[src/rtl/regfile_mp_if.sv]
// Bus between the pipeline and the multi-port register file: write ports,
// read ports and the ready flag. The register file takes the slave side.
interface regfile_mp_if #(
    parameter int unsigned XLEN  = 32,
    parameter int unsigned NREGS = 32,
    parameter int unsigned NRD   = 2,
    parameter int unsigned NWR   = 1
) ();
    localparam int unsigned AW = (NREGS > 1) ? $clog2(NREGS) : 1;

    logic                 ready;
    logic [NWR-1:0]       we;
    logic [NWR*AW-1:0]    wa;
    logic [NWR*XLEN-1:0]  wd;
    logic [NRD*AW-1:0]    ra;
    logic [NRD*XLEN-1:0]  rd;

    modport master (
        input  ready,
        input  rd,
        output we,
        output wa,
        output wd,
        output ra
    );

    modport slave (
        output ready,
        output rd,
        input  we,
        input  wa,
        input  wd,
        input  ra
    );
endinterface

[src/rtl/regfile_mp.sv]
// Parametrised multi-port integer register file.
// NRD combinational read ports, NWR write ports (highest index wins on a
// shared address), same-cycle write-to-read bypass, x0 hardwired to zero.
// After reset the array is cleared one entry per cycle before ready rises.
module regfile_mp #(
    parameter int unsigned XLEN  = 32,
    parameter int unsigned NREGS = 32,
    parameter int unsigned NRD   = 2,
    parameter int unsigned NWR   = 1
) (
    input  logic          clk,
    input  logic          rst,
    regfile_mp_if.slave   bus
);
    localparam int unsigned AW = (NREGS > 1) ? $clog2(NREGS) : 1;

    typedef enum logic {
        SWEEP = 1'b0,
        RUN   = 1'b1
    } state_t;

    state_t                          state;
    logic [AW-1:0]                   ptr;
    logic                            ready_q;

    // x0 has no storage; entries 1..NREGS-1 only
    logic [XLEN-1:0]                 mem [1:NREGS-1];

    logic [NWR-1:0][AW-1:0]          wa_v;
    logic [NWR-1:0][XLEN-1:0]        wd_v;
    logic [NRD-1:0][XLEN-1:0]        rd_v;

    // Valid architectural, non-zero register index
    function automatic logic in_range(input logic [AW-1:0] a);
        return (a != '0) && (32'(a) < NREGS);
    endfunction

    // Split the flat write buses into per-port fields
    always_comb begin
        wa_v = '0;
        wd_v = '0;
        for (int unsigned i = 0; i < NWR; i++) begin
            wa_v[i] = bus.wa[i*AW +: AW];
            wd_v[i] = bus.wd[i*XLEN +: XLEN];
        end
    end

    // Sweep/run sequencing with registered ready
    always_ff @(posedge clk) begin
        if (rst) begin
            state   <= SWEEP;
            ptr     <= AW'(1);
            ready_q <= 1'b0;
        end else begin
            case (state)
                SWEEP: begin
                    if (32'(ptr) == NREGS - 1) begin
                        state   <= RUN;
                        ready_q <= 1'b1;
                    end else begin
                        ptr <= ptr + 1'b1;
                    end
                end
                RUN: begin
                    state   <= RUN;
                    ready_q <= 1'b1;
                end
                default: begin
                    state   <= SWEEP;
                    ptr     <= AW'(1);
                    ready_q <= 1'b0;
                end
            endcase
        end
    end

    // Array update: sweep clears one entry per cycle; in RUN the ports are
    // applied in ascending order so the last (highest-index) write wins
    always_ff @(posedge clk) begin
        if (!rst) begin
            if (state == SWEEP) begin
                mem[ptr] <= '0;
            end else begin
                for (int unsigned i = 0; i < NWR; i++) begin
                    if (bus.we[i] && in_range(wa_v[i])) begin
                        mem[wa_v[i]] <= wd_v[i];
                    end
                end
            end
        end
    end

    // Combinational reads; bypass scan uses the same ascending order as the
    // array write so a read always equals what the next edge stores
    always_comb begin
        rd_v = '0;
        for (int unsigned j = 0; j < NRD; j++) begin
            if (ready_q && in_range(bus.ra[j*AW +: AW])) begin
                rd_v[j] = mem[bus.ra[j*AW +: AW]];
                for (int unsigned i = 0; i < NWR; i++) begin
                    if (bus.we[i] && (wa_v[i] == bus.ra[j*AW +: AW])) begin
                        rd_v[j] = wd_v[i];
                    end
                end
            end
        end
    end

    assign bus.rd    = rd_v;
    assign bus.ready = ready_q;

endmodule
[src/flat_wrapper.sv]
// flat-port wrapper written by rule: the top's interface ports become plain ports
module regfile_mp_flat 
#(
    parameter int unsigned XLEN  = 32,
    parameter int unsigned NREGS = 32,
    parameter int unsigned NRD   = 2,
    parameter int unsigned NWR   = 1
)
  (clk, rst, bus_ready, bus_rd, bus_we, bus_wa, bus_wd, bus_ra);
  regfile_mp_if #(.XLEN(XLEN), .NREGS(NREGS), .NRD(NRD), .NWR(NWR)) bus_i ();
  input  logic clk;
  input  logic rst;
  output wire logic [$bits(bus_i.ready)-1:0] bus_ready;
  output wire logic [$bits(bus_i.rd)-1:0] bus_rd;
  input wire logic [$bits(bus_i.we)-1:0] bus_we;
  input wire logic [$bits(bus_i.wa)-1:0] bus_wa;
  input wire logic [$bits(bus_i.wd)-1:0] bus_wd;
  input wire logic [$bits(bus_i.ra)-1:0] bus_ra;
  assign bus_ready = bus_i.ready;
  assign bus_rd = bus_i.rd;
  assign bus_i.we = bus_we;
  assign bus_i.wa = bus_wa;
  assign bus_i.wd = bus_wd;
  assign bus_i.ra = bus_ra;
  regfile_mp #(.XLEN(XLEN), .NREGS(NREGS), .NRD(NRD), .NWR(NWR)) u_core (.clk(clk), .rst(rst), .bus(bus_i));
endmodule
[config.mk]
export PLATFORM = sky130hd
export DESIGN_NAME = regfile_mp_flat
export DESIGN_NICKNAME = d
export VERILOG_FILES = /design/src/rtl/regfile_mp_if.sv /design/src/rtl/regfile_mp.sv /design/src/flat_wrapper.sv
export SDC_FILE = /design/constraint.sdc
export NUM_CORES = 1
export LEC_CHECK = 0
export CORE_MARGIN = 5
export CORE_UTILIZATION = 40
export CTS_CLUSTER_DIAMETER = 150
export CTS_CLUSTER_SIZE = 30
export DETAILED_ROUTE_END_ITERATION = 12
export HOLD_SLACK_MARGIN = 0.15
export PLACE_DENSITY_LB_ADDON = 0.05
export SYNTH_ARGS = -nofsm -noshare
export SYNTH_HDL_FRONTEND = slang
export SYNTH_SLANG_ARGS = --single-unit
[constraint.sdc]
create_clock -name clk -period 7.6 [get_ports clk]
set_clock_uncertainty 0.2 [all_clocks]
set_input_delay 1.52 -clock clk [delete_from_list [all_inputs] [get_ports clk]]
set_output_delay 1.52 -clock clk [all_outputs]
set_load 0.05 [all_outputs]
# After elaboration in Yosys (flattened, before gate mapping)
# Memories as Yosys holds them, arrays and structs flattened.
# Cells that the tools add are included.
# W data, S select, Z words.
# totals
ff_bits,7
latchBits,0
ramBits,992
rom_bits,0
inputBits,50
out_inout_bits,65
elab_cells,39
memories,1
# memory_table
name,depth,width,read_ports,rd_ports_with_merged_regs,wr,line,text
u_core.mem,31,32,2,0,1,regfile_mp.sv:27,logic [XLEN-1:0] mem [1:NREGS-1];
# classes
n_addsub,1
mul,0
div_mod_pow,0
order_cmp,0
eq_ne,4
shift,0
n_mux,18
n_bitwise,2
n_reduce_logical,10
# ops
op,n
$mux W32,5
$reduce_or A32 Y1,1
$reduce_bool A5 Y1,3
$eq A5 B5 Y1,2
$mux W1,10
$add A5 B1 Y5 const B,1
$eq A5 B5 Y1 const B,1
$logic_and A1 B1 Y1,5
$mux W5,1
$pmux W1 S2,2
$ne A2 B1 Y1 const B,1
$not A1 Y1,2
$reduce_and A2 Y1,1

# Logic depth before layout (Yosys ltp)
# Gate-level depths: netlist of run 1.
# logic_depth
depth_word,8
mapped_depth,9
ltp_nobuf,7

# Worst setup path after synthesis of run 1
# Ideal clock, no wire load.
# synth_timing
kind,input to output
from,input bus_ra[5]
to,output bus_rd[34]
t_arrival_ns,3.959
required_ns,5.880
setup_slack_ns,1.921
stages,8
path_cell_list,buf_4 -> buf_6 -> xor2_1 -> nor3_1 -> a41o_1 -> buf_2 -> nor2_1 -> a311oi_1
# synth_between
elab_chain_len,4
word_cells_on_any_way,7
classes_between,eq/ne (1); mux (2); reduce/logical (3); memory (1)
# synth_lines
item,line,text
"start, declared",flat_wrapper.sv:18,input wire logic [$bits(bus_i.ra)-1:0] bus_ra;
branches (longest 3 deep; another with $mem_v2 Z31 W32),--,
$mux W32 (*),regfile_mp.sv:98,if (ready_q && in_range(bus.ra[j*AW +: AW])) begin
"end, declared",flat_wrapper.sv:14,output wire logic [$bits(bus_i.rd)-1:0] bus_rd;
# Mark *: on every way between the ends.

# Worst setup path in the final report of run 1
# layout_timing
from,input bus_wa[0]
to,output bus_rd[53]
# layout_between
elab_chain_len,4
# layout_lines
item,line,text
"start, declared",flat_wrapper.sv:16,input wire logic [$bits(bus_i.wa)-1:0] bus_wa;
$eq A5 B5 Y1,regfile_mp.sv:101,if (bus.we[i] && (wa_v[i] == bus.ra[j*AW +: AW])) begin
$logic_and A1 B1 Y1,regfile_mp.sv:101,
$mux W32,regfile_mp.sv:101,
$mux W32,regfile_mp.sv:98,
# Every way passes these cells.

==> results.tsv, run 1 <==
metric	value	unit
total core area	118000	um2
drt wl/cell	39.4	um
Netlist cell types	48	
Max Clock Freq	0.136	GHz
Met1 Routed Length	69.0	mm
Worst EP arrival	5.62	ns
initial core utilization	40.1	%
Max Used Layer	met5	
nets	2744	
Hold WC Path Type	register to register	
Max-slew headroom	4.48	%
Synth top cells by count	992 x edfxtp_1, 394 x mux4_2, 222 x mux2i_1, 125 x nor2_1, 99 x clkbuf_1	
Chip Height	354	um
DR vias	28531	
Die ar.	125000	um2
setup violators final	0	
EDFF count, synth	992	
Pins Over Slew Limit	0	
post-synthesis register bit count	999	
CTS sink count	999	
row count	126	
Num CTS Buffers	39	
CTS Root Cell	clkbuf_16	
post-route ant nets	0	
routed vias/inst	6.73	
post-synthesis async set-or-reset flop share	0	%
Slew @ Worst Pin	1.43	ns
Storage cell area	29900	um2
Startpoint Class	primary input	
TNS Setup	0	ns
Yosys top cell area share	63.1	%
setup repair after global routing missed its margin	false	
met2 wire len	79.3	mm
Final Hold Vio Count	0	
Clock Pin Slew Worst Setup and Hold Paths	0.12	ns
metal3 WL	13.7	mm
CP max FO	16	
first drt pass iteration count	5	
# fillers	10152	
max-cap violations	0	
Clock Latency Late Sink	0.66	ns
Routed WL	167	mm
Buffers on Ports	114	
cell taking the most area after synthesis	edfxtp_1	
final period utilization	96.6	%
Core Util, Final	43.9	%
Worst VDD drop	0.181	mV
YS warnings	0	
Die X	354	um
critical path class	primary input to output port	
Syn Area/Cell	17.8	um2
vias in the first global route	28661	
cells after synthesis	2647	
layout cell share with drive strength beyond 1	24.1	%
CTS tree	done	
initial antenna violation count	6	
Post-CTS Setup Bufs	0	
multi-input logic area	16500	um2
io pins	115	
first-pass GRT wire length	232	mm
CTS H-tree lvls	2	
register area share after synthesis	63.4	%
Post-Syn Nets	2699	
largest net degree at the start of global routing	85	
fin crit period	7.34	ns
Layout area overhead	9.48	%
DR DRC count	0	
Static Leak	0.0148	uW
count leader, synth	edfxtp_1	
CP endpoint kind	output port	
CTS Buffer Depth	3	
Resized Gates After CTS	0	
pwr/cell area	187	nW/um2
Total GRT Usage	26.3	%
post-DP HPWL	101	mm
status	complete, no violations	
Most used DFF post-synth	edfxtp_1	
1st-iter DRT viols	3370	
WP data required	5.88	ns
Hold Buf Count CTS	0	
Area contributors post-synth	edfxtp_1 63%, mux4_2 19%, mux2i_1 4.7%	
total congestion overflow	0	
Synth Cell Area	47200	um2
GPL Wtd Cong	0.836	
[placed cells by master (no fill, tap or decap), types with 14 or more instances in the layout]
cell	n
o22ai_1	32
nor2_1	90
clkdlybuf4s50_1	86
nor3_1	31
nand2_1	48
a211oi_1	73
a311oi_1	32
nor2_4	33
clkbuf_16	41
edfxtp_1	992
a22o_1	45
mux2i_1	222
and2_1	34
mux4_2	394
a31oi_1	21
a21oi_1	70
buf_12	17
a221oi_1	19
buf_4	124
mux2_2	14
a22oi_1	70
a211o_1	22
o21ai_0	61
[flip-flops by register name (all words and copies together) (netlist names)]
name              flops
u_core.mem          992
u_core.ptr            5
u_core.bus.ready      1
u_core.state          1
[per-stage QoR]
| step | cell area, um2 | total power (uW) | hold WS (ns) | setup slack [ns] | cells |
|---|---|---|---|---|---|
| 6_report | 51700 | 9660 | 0.360 | 0.258 | 4238 |
| 4_1_cts | 51700 | 9730 | 0.353 | 0.302 | 4236 |
| 5_1_grt | 51700 | 9950 | 0.410 | 0.169 | 4236 |
| 3_3_place_gp | 50600 | 7060 | 0.331 | 0.264 | 4187 |
| 3_5_place_dp | 50600 | 7070 | 0.336 | 0.326 | 4187 |
| 2_1_floorplan | 47200 | 6710 | 0.297 | 1.92 | 2647 |
[cell families after synthesis]
kind of cell / count (synthesis) / synth area share [%]
compound gates: 498 / 7.56
xor+xnor: 13 / 0.241
fa+ha+maj: 2 / 0.0530
buf+inv: 239 / 2.36
flops: 999 / 63.4
mux: 630 / 23.8
simple gates: 266 / 2.54
[worst max-delay path, stage by stage]
cell and delay (ns):
clkdlybuf4s50_1 0.62, xor2_1 0.24, nor3_1 0.44, a41oi_4 0.71
a311oi_1 1.04, clkdlybuf4s50_1 0.99
[area by class of cell]
cell class              instances  share of cell area, %
diodes                          2                0.00968
clock inverters                 1                 0.0581
multi-input cells            1409                   31.9
flip-flops and latches        999                   57.9
inverters                       9                 0.0654
clock buffers                  48                   2.04
well taps                    1536                   3.72
repair buffers                234                   4.28
[layer usage]
| metal | vias up | track usage (%) |
|---|---|---|
| met2 | 1428 | 42.4 |
| met1 | 15597 | 36.7 |
| li1 | 11292 | - |
| met3 | 212 | 5.33 |
| met5 | - | 0 |
| met4 | 2 | 7.02 |
[final timing paths]
check                                    from  cells past startpoint  slack (ns)                 to
worst max-delay path                bus_wa[0]                      6        0.26         bus_rd[53]
worst min-delay path            u_core.ptr[1]                      2        0.36      u_core.ptr[1]
worst max register to register   u_core.state                      5        3.70  u_core.mem[8][22]
worst min register to register  u_core.ptr[1]                      2        0.36      u_core.ptr[1]
[where the power goes]
| part | leakage, uW | internal, uW | switching, uW | total [uW] |
|---|---|---|---|---|
| logic | 0.00617 | 340 | 564 | 904 |
| clock network | 0.000525 | 1000 | 1710 | 2720 |
| registers | 0.00811 | 6010 | 25.2 | 6040 |
| total | 0.0148 | 7360 | 2300 | 9660 |
Note: power is estimated with default switching activity, not from simulation.
==> run 2: changes to the inputs <==
Settings changed: SETUP_SLACK_MARGIN set to 0.15.
==> results of run 2 <==
Final layout, timing and power as in run 1 (identical DEF).
